===== src/rtl/pc8001_bus_pkg.sv =====
// Shared types for the PC-8001 main-RAM bus arbitration.
// Holds the arbiter state encoding and the RAM address width.
package pc8001_bus_pkg;

  localparam int RAM_AW = 17;

  typedef enum logic [2:0] {
    S_IDLE,
    S_REQ,
    S_GRANT,
    S_RELEASE,
    S_GAP
  } arb_state_e;

endpackage


===== src/rtl/vram_bus_arbiter.sv =====
// CRTC row-fetch DMA responder: borrows the Z80 bus via BUSRQ/BUSAK
// and steers main RAM to the CRTC address while granted.
module vram_bus_arbiter
  import pc8001_bus_pkg::*;
#(
  parameter int REQ_TIMEOUT = 1023,
  parameter int RELEASE_GAP = 2
) (
  input  logic              clk,
  input  logic              reset,
  input  logic              busreq,
  output logic              busack,
  input  logic [RAM_AW-1:0] ram_adr,
  output logic [7:0]        ram_data,
  output logic              cpu_busrq_n,
  input  logic              cpu_busak_n,
  input  logic [15:0]       cpu_adr,
  input  logic              cpu_mem_we,
  input  logic [7:0]        cpu_dout,
  output logic [RAM_AW-1:0] mem_adr,
  output logic [7:0]        mem_din,
  output logic              mem_we,
  input  logic [7:0]        mem_dout,
  output logic              dma_timeout
);

  localparam logic [9:0] WD_LAST = 10'(REQ_TIMEOUT - 1);

  arb_state_e state, state_nxt;
  logic [9:0] wd_cnt;
  logic [7:0] gap_cnt;
  logic       tmo_q;
  logic       gap_done;
  logic       granted;

  assign gap_done = (int'(gap_cnt) + 1) >= RELEASE_GAP;

  always_ff @(posedge clk) begin
    if (reset) begin
      state   <= S_IDLE;
      wd_cnt  <= '0;
      gap_cnt <= '0;
      tmo_q   <= 1'b0;
    end else begin
      state <= state_nxt;
      // watchdog only flags; the FSM keeps waiting for BUSAK
      if (state == S_REQ) begin
        if (wd_cnt != '1)
          wd_cnt <= wd_cnt + 10'd1;
        if (wd_cnt == WD_LAST)
          tmo_q <= 1'b1;
      end else begin
        wd_cnt <= '0;
      end
      if (state == S_GAP)
        gap_cnt <= gap_cnt + 8'd1;
      else
        gap_cnt <= '0;
    end
  end

  always_comb begin
    state_nxt = state;
    unique case (state)
      S_IDLE:
        if (busreq)
          state_nxt = S_REQ;
      S_REQ:
        // a withdrawn request wins over a late BUSAK
        if (!busreq)
          state_nxt = S_RELEASE;
        else if (!cpu_busak_n)
          state_nxt = S_GRANT;
      S_GRANT:
        if (!busreq)
          state_nxt = S_RELEASE;
      S_RELEASE:
        if (cpu_busak_n)
          state_nxt = S_GAP;
      S_GAP:
        if (gap_done)
          state_nxt = S_IDLE;
      default:
        state_nxt = S_IDLE;
    endcase
  end

  always_comb begin
    granted     = (state == S_GRANT);
    busack      = granted;
    cpu_busrq_n = !((state == S_REQ) || granted);
    mem_adr     = {1'b0, cpu_adr};
    mem_din     = cpu_dout;
    mem_we      = cpu_mem_we;
    if (granted) begin
      mem_adr = ram_adr;
      mem_we  = 1'b0;
    end
  end

  assign ram_data    = mem_dout;
  assign dma_timeout = tmo_q;

endmodule


===== config.mk =====
export PLATFORM = sky130hd
export DESIGN_NAME = vram_bus_arbiter
export DESIGN_NICKNAME = d
export VERILOG_FILES = /design/src/rtl/pc8001_bus_pkg.sv /design/src/rtl/vram_bus_arbiter.sv
export SDC_FILE = /design/constraint.sdc
export NUM_CORES = 1
export LEC_CHECK = 0
export BUFFER_PORTS_ARGS = -buffer_cell sky130_fd_sc_hd__buf_2
export CAP_MARGIN = 10
export CELL_PAD_IN_SITES_DETAIL_PLACEMENT = 0
export CELL_PAD_IN_SITES_GLOBAL_PLACEMENT = 1
export CORE_MARGIN = 2
export CORE_UTILIZATION = 29
export CTS_CLUSTER_SIZE = 28
export DETAILED_ROUTE_END_ITERATION = 10
export PLACE_DENSITY = 0.85
export SLEW_MARGIN = 10
export SYNTH_ARGS = -nofsm -noshare
export SYNTH_HDL_FRONTEND = slang
export SYNTH_SLANG_ARGS = --single-unit

===== constraint.sdc =====
create_clock -name clk -period 2.05 [get_ports clk]
set_input_delay 0 -clock clk [delete_from_list [all_inputs] [get_ports clk]]
set_output_delay 0 -clock clk [all_outputs]
set_load 0.1 [all_outputs]

=== After elaboration in Yosys (flattened, before gate mapping) ===
Index checks and enable logic that the tools add are counted.

* Equality and inequality tests: 11
* Add/subtract/negate cells: 3
* Magnitude comparators: 1
* Bitwise logic cells: 2
* Muxes and demuxes: 9
* Reductions and logical operators: 7

{| class="wikitable"
|+ Operators with widths
! operator !! count
|-
| two-way mux 3 bit || 6
|-
| two-way mux 17 bit || 1
|-
| case mux 3 bit (5 select lines) || 1
|-
| adder 10 x 1 -> 10 bit, second input constant || 1
|-
| == test 10 bit, second input constant || 1
|-
| inequality test 10 bit, second input constant || 1
|-
| adder 8 x 1 -> 9 bit, second input constant || 1
|-
| >= comparator 9 x 2 -> 1 bit, second input constant || 1
|-
| adder 8 x 1 -> 8 bit, second input constant || 1
|-
| inequality test 2 bit, second input constant || 4
|-
| == test 3 x 2 -> 1 bit, second input constant || 2
|-
| AND reduction 5 bit || 1
|-
| OR reduction 2 bit || 2
|-
| == test 3 x 1 -> 1 bit, second input constant || 1
|-
| == test 3 bit, second input constant || 1
|-
| logical NOT 3 bit || 1
|-
| inequality test 3 bit, second input constant || 1
|-
| inverter 1 bit || 2
|-
| AND reduction 2 bit || 1
|-
| logical NOT 1 bit || 1
|-
| logical OR 1 bit || 1
|-
| two-way mux 1 bit || 1
|}

* Output and inout port bits: 37
* Register bits after elaboration: 22
* Input bits: 54
* Word-level logic and storage cells: 37

=== Logic depth before layout (Yosys ltp) ===
* Depth after elaboration: 4
* Mapped depth: 7
* Gate-level depth less buffers: 7

=== Worst setup path before layout ===
Ideal clock, no wire load.

* Path type: reg-to-output
* Start: reg state[0]
* End: out mem_we
* Arrival time: 2.542 ns
* Required time: 2.050 ns
* Buffers on the path: 3
* Stages on the path, launching flop included: 6
* Path slack: -0.492 ns
* Cells stage by stage: dfxtp_1 clkbuf_1 nor3b_1 buf_2 buf_2 nor2b_1

* Word-level cells in the longest chain between the ends: 2

{| class="wikitable"
|+ RTL lines
! item !! line !! source
|-
| start, declared || vram_bus_arbiter.sv:29 || <nowiki>arb_state_e state, state_nxt;</nowiki>
|-
| start signal, assigned || vram_bus_arbiter.sv:45 || <nowiki>state <= state_nxt;</nowiki>
|-
| == test 3 x 2 -> 1 bit || vram_bus_arbiter.sv:89 || <nowiki>granted = (state == S_GRANT);</nowiki>
|-
| named net busack || vram_bus_arbiter.sv:12 || <nowiki>output logic busack,</nowiki>
|-
| two-way mux 1 bit || vram_bus_arbiter.sv:95 || <nowiki>if (granted) begin</nowiki>
|-
| end, declared || vram_bus_arbiter.sv:22 || <nowiki>output logic mem_we,</nowiki>
|}

The timed path passes the listed nets, and every way through them passes these cells.

=== Worst setup path in the final report ===
* Start: reg state[1]
* End: out mem_adr[14]

* Word-level cells in the longest chain between the ends: 2

{| class="wikitable"
|+ RTL lines
! item !! line !! source
|-
| == test 3 x 2 -> 1 bit || vram_bus_arbiter.sv:89 ||
|-
| two-way mux 17 bit || vram_bus_arbiter.sv:95 ||
|-
| end, declared || vram_bus_arbiter.sv:20 || <nowiki>output logic [RAM_AW-1:0] mem_adr,</nowiki>
|}

Every way passes these cells.

==> qor.yml <==
run_status:
  status: "completed"
floorplanning:
  die_x_um: 73.9
  dieArea_sq_um: 5460
  initial_core_util_pct: 30.0
  die_h_um: 73.9
  rows: 25
  ios: 91
  core-area_sq_um: 4720
cts:
  cts_tree: "yes"
  clk_latency_ns: 0.26
  post-cts-setup-buffer-count: 0
  path_clk_slew_ns: 0.07
  htree_num_levels: 1
  cts-resized-gates: 0
  cts_sinks: 22
  cts_root_buf: "clkbuf_8"
  cts_buffer_depth: 2
  numCtsBuffers: 3
power_and_ir_drop:
  pwr_density_cell_nw_per_um2: 1220
  swShare_pct: 58.5
  pwr-share-clk_pct: 12.7
  report.power.total_uw: 2100
  seqPwrFrac_pct: 24.4
  p_int_uw: 869
  pwr-share-comb_pct: 62.9
  power_switching_uw: 1230
  p_leak_uw: 0.000686
  peakVddDrop_mv: 0.888
global_route:
  grt_max_degree: 20
  antenna_found_initial: 0
  grt_pass1_vias: 1037
  grt_pass1_wl_mm: 4.49
  grtUsageTotal_pct: 10.3
  overflow: 0
critical_path:
  crit_cells: 4
  path_buf_inv: 2
  start_kind: "flip-flop"
  worstSetupPathType: "flip-flop to output pin"
  cp_max_fo: 19
  worstPathArrival_ns: 1.91
  cp_slowest_cell: "dfxtp_1"
  critical-path-top-delay-family: "buffers and inverters"
  crit_chain: "nor3b_2 > buf_4 > mux2_2 > buf_2"
  critPathMaxStageDelay_ns: 0.51
  endpoint_kind: "output pin"
  r2r_cells: 5
  critPathRequiredTime_ns: 2.05
yosys:
  ys_types: 36
  syn_area_per_cell_sq_um: 8.64
  ys_seq_elements: 22
  syn_inst: 164
  syn_area_sq_um: 1420
  yosysSeqAreaShare_pct: 31.1
  syn-num-nets: 222
  ys_warn_count: 0
timing:
  slew_viol_final: 0
  timing.max_slew.rel_slack_pct: 67.6
  period_needed_ns: 1.91
  hold_viol: 0
  tightest_slew_ns: 0.489
  rsz0062_at_grt: "false"
  tns_ns: 0
  timing.fmax_mhz: 523
  fin_skew_ns: 0.00126
  setup_viol: 0
  period_share_pct: 93.3
run:
  cap_viol_max_count: 0
cells_and_area:
  multi_input_area_sq_um: 816
  layout-drive-gt1-share_pct: 41.0
  fillCellCount: 486
  final_area_sq_um: 1710
  final_nets: 265
  seq_area_sq_um: 440
  antennaDiodeCount: 0
  syn_to_final_growth_pct: 20.8
detailed_routing:
  dr.first_iter.drc_count: 32
  avgRoutedWirePerCell_um: 10.7
  drc: 0
  vias_per_cell: 4.42
  wl_mm: 2.92
  first_pass_iters: 4
  ant_nets: 0
  vias: 1203
place:
  hpwl_mm: 2.28
  portBuffers: 58
  place_congestion: 0.778
  placedInstanceArea_sq_um: 1660
hold_path:
  hold_class: "input pin to output pin"
  min_path_cells: 0
-- cell usage in the layout (no fill, tap or decap), drive strengths merged, types with 2 or more instances in the layout --
cell,instances
nand3,9
mux2,16
o21ai,6
inv,6
nor3,3
and3,3
nor3b,3
dfxtp,22
o31ai,2
xor2,7
buf,59
nand2,9
clkbuf,3
nand4,4
xnor2,6
a31oi,3
nor2,23
ha,4
nor2b,2
-- flip-flops by register name, summed over array words and instances (netlist names) --
name / cells
wd_cnt: 10
gap_cnt: 8
state: 3
dma_timeout: 1
-- path summary, 6_finish.rpt --
kind | start | endpoint | slack (ns)
max | state[1] | mem_adr[14] | 0.14
min | mem_dout[6] | ram_data[6] | 0.00004
max reg2reg | gap_cnt[0] | state[1] | 0.18
min reg2reg | dma_timeout | dma_timeout | 0.46
-- layout make-up --
type | count | area share (%)
multi-input cells | 114 | 47.7
flip-flops and latches | 22 | 25.7
repair buffers | 60 | 18.0
well taps | 67 | 4.90
clock buffers | 3 | 2.41
inverters | 6 | 1.32
-- routing by layer --
layer | global-route usage, % | vias to the layer above | wire (um)
li1 | - | 638 | -
met1 | 14.1 | 546 | 1360
met2 | 15.5 | 17 | 1400
met3 | 2.88 | 2 | 139
met4 | 3.23 | 0 | 16
met5 | 0 | - | 0
-- power groups by stage --
stage | registers [uW] | clock network, uW | logic (uW)
after detailed placement | 522 | 0 | 1320
after CTS | 511 | 275 | 1320
after global routing | 523 | 288 | 1380
after floorplan | 476 | 0 | 1340
final | 512 | 265 | 1320
after global placement | 521 | 0 | 1310
-- Yosys cell counts (all sizes together) --
cell / instances / share of area, %
a311oi: 1 / 0.62
mux2i: 1 / 0.71
a211oi: 1 / 0.53
nor2: 23 / 6.1
nand2: 9 / 2.6
nor3: 3 / 1.1
ha: 4 / 3.5
a31oi: 3 / 1.3
or3: 1 / 0.44
nand3: 9 / 3.2
xor2: 7 / 4.3
dfxtp: 22 / 31
and3: 3 / 1.3
and2: 1 / 0.44
nor2b: 2 / 0.88
inv: 6 / 1.6
xnor2: 6 / 3.7
and4: 1 / 0.62
o21ai: 6 / 2.1
a41oi: 1 / 0.62
a21o: 1 / 0.53
o31ai: 2 / 1.1
a21oi: 1 / 0.35
a2111oi: 1 / 1.9
a221oi: 1 / 1.1
a2111o: 1 / 0.79
clkbuf: 3 / 0.79
o32ai: 1 / 0.62
mux2: 16 / 13
nor3b: 3 / 1.6
buf: 19 / 9.5
nand4: 4 / 1.8
nand2b: 1 / 0.44
-- cell families after synthesis --
family / share of synthesized area (%)
buffers and inverters: 11.9
AND/OR/NAND/NOR: 20.4
AO/OA/AOI/OAI: 11.6
XOR/XNOR: 8.04
multiplexers: 13.4
adder cells (fa/ha/maj): 3.53
flip-flops: 31.1
-- through the flow --
step	util [%]	hold slack [ns]	instances	worst slack, ns
detailed placement	35.2	0.000681	268	0.194
CTS	36.2	0.000681	272	0.124
floorplan	-	0.0691	164	0.0346
global placement	35.2	0.000681	268	0.214
finish	36.2	0.0000439	272	0.137
global route	36.2	0.000143	272	0.0197
-- what timing repair did --
action / 4_1_cts / 5_1_grt
endpoints found under the setup margin: 0 / 0
hold buffers: 1 / 0
endpoints found under the hold margin: 2 / 0
Note: power is estimated with default switching activity, not from simulation.
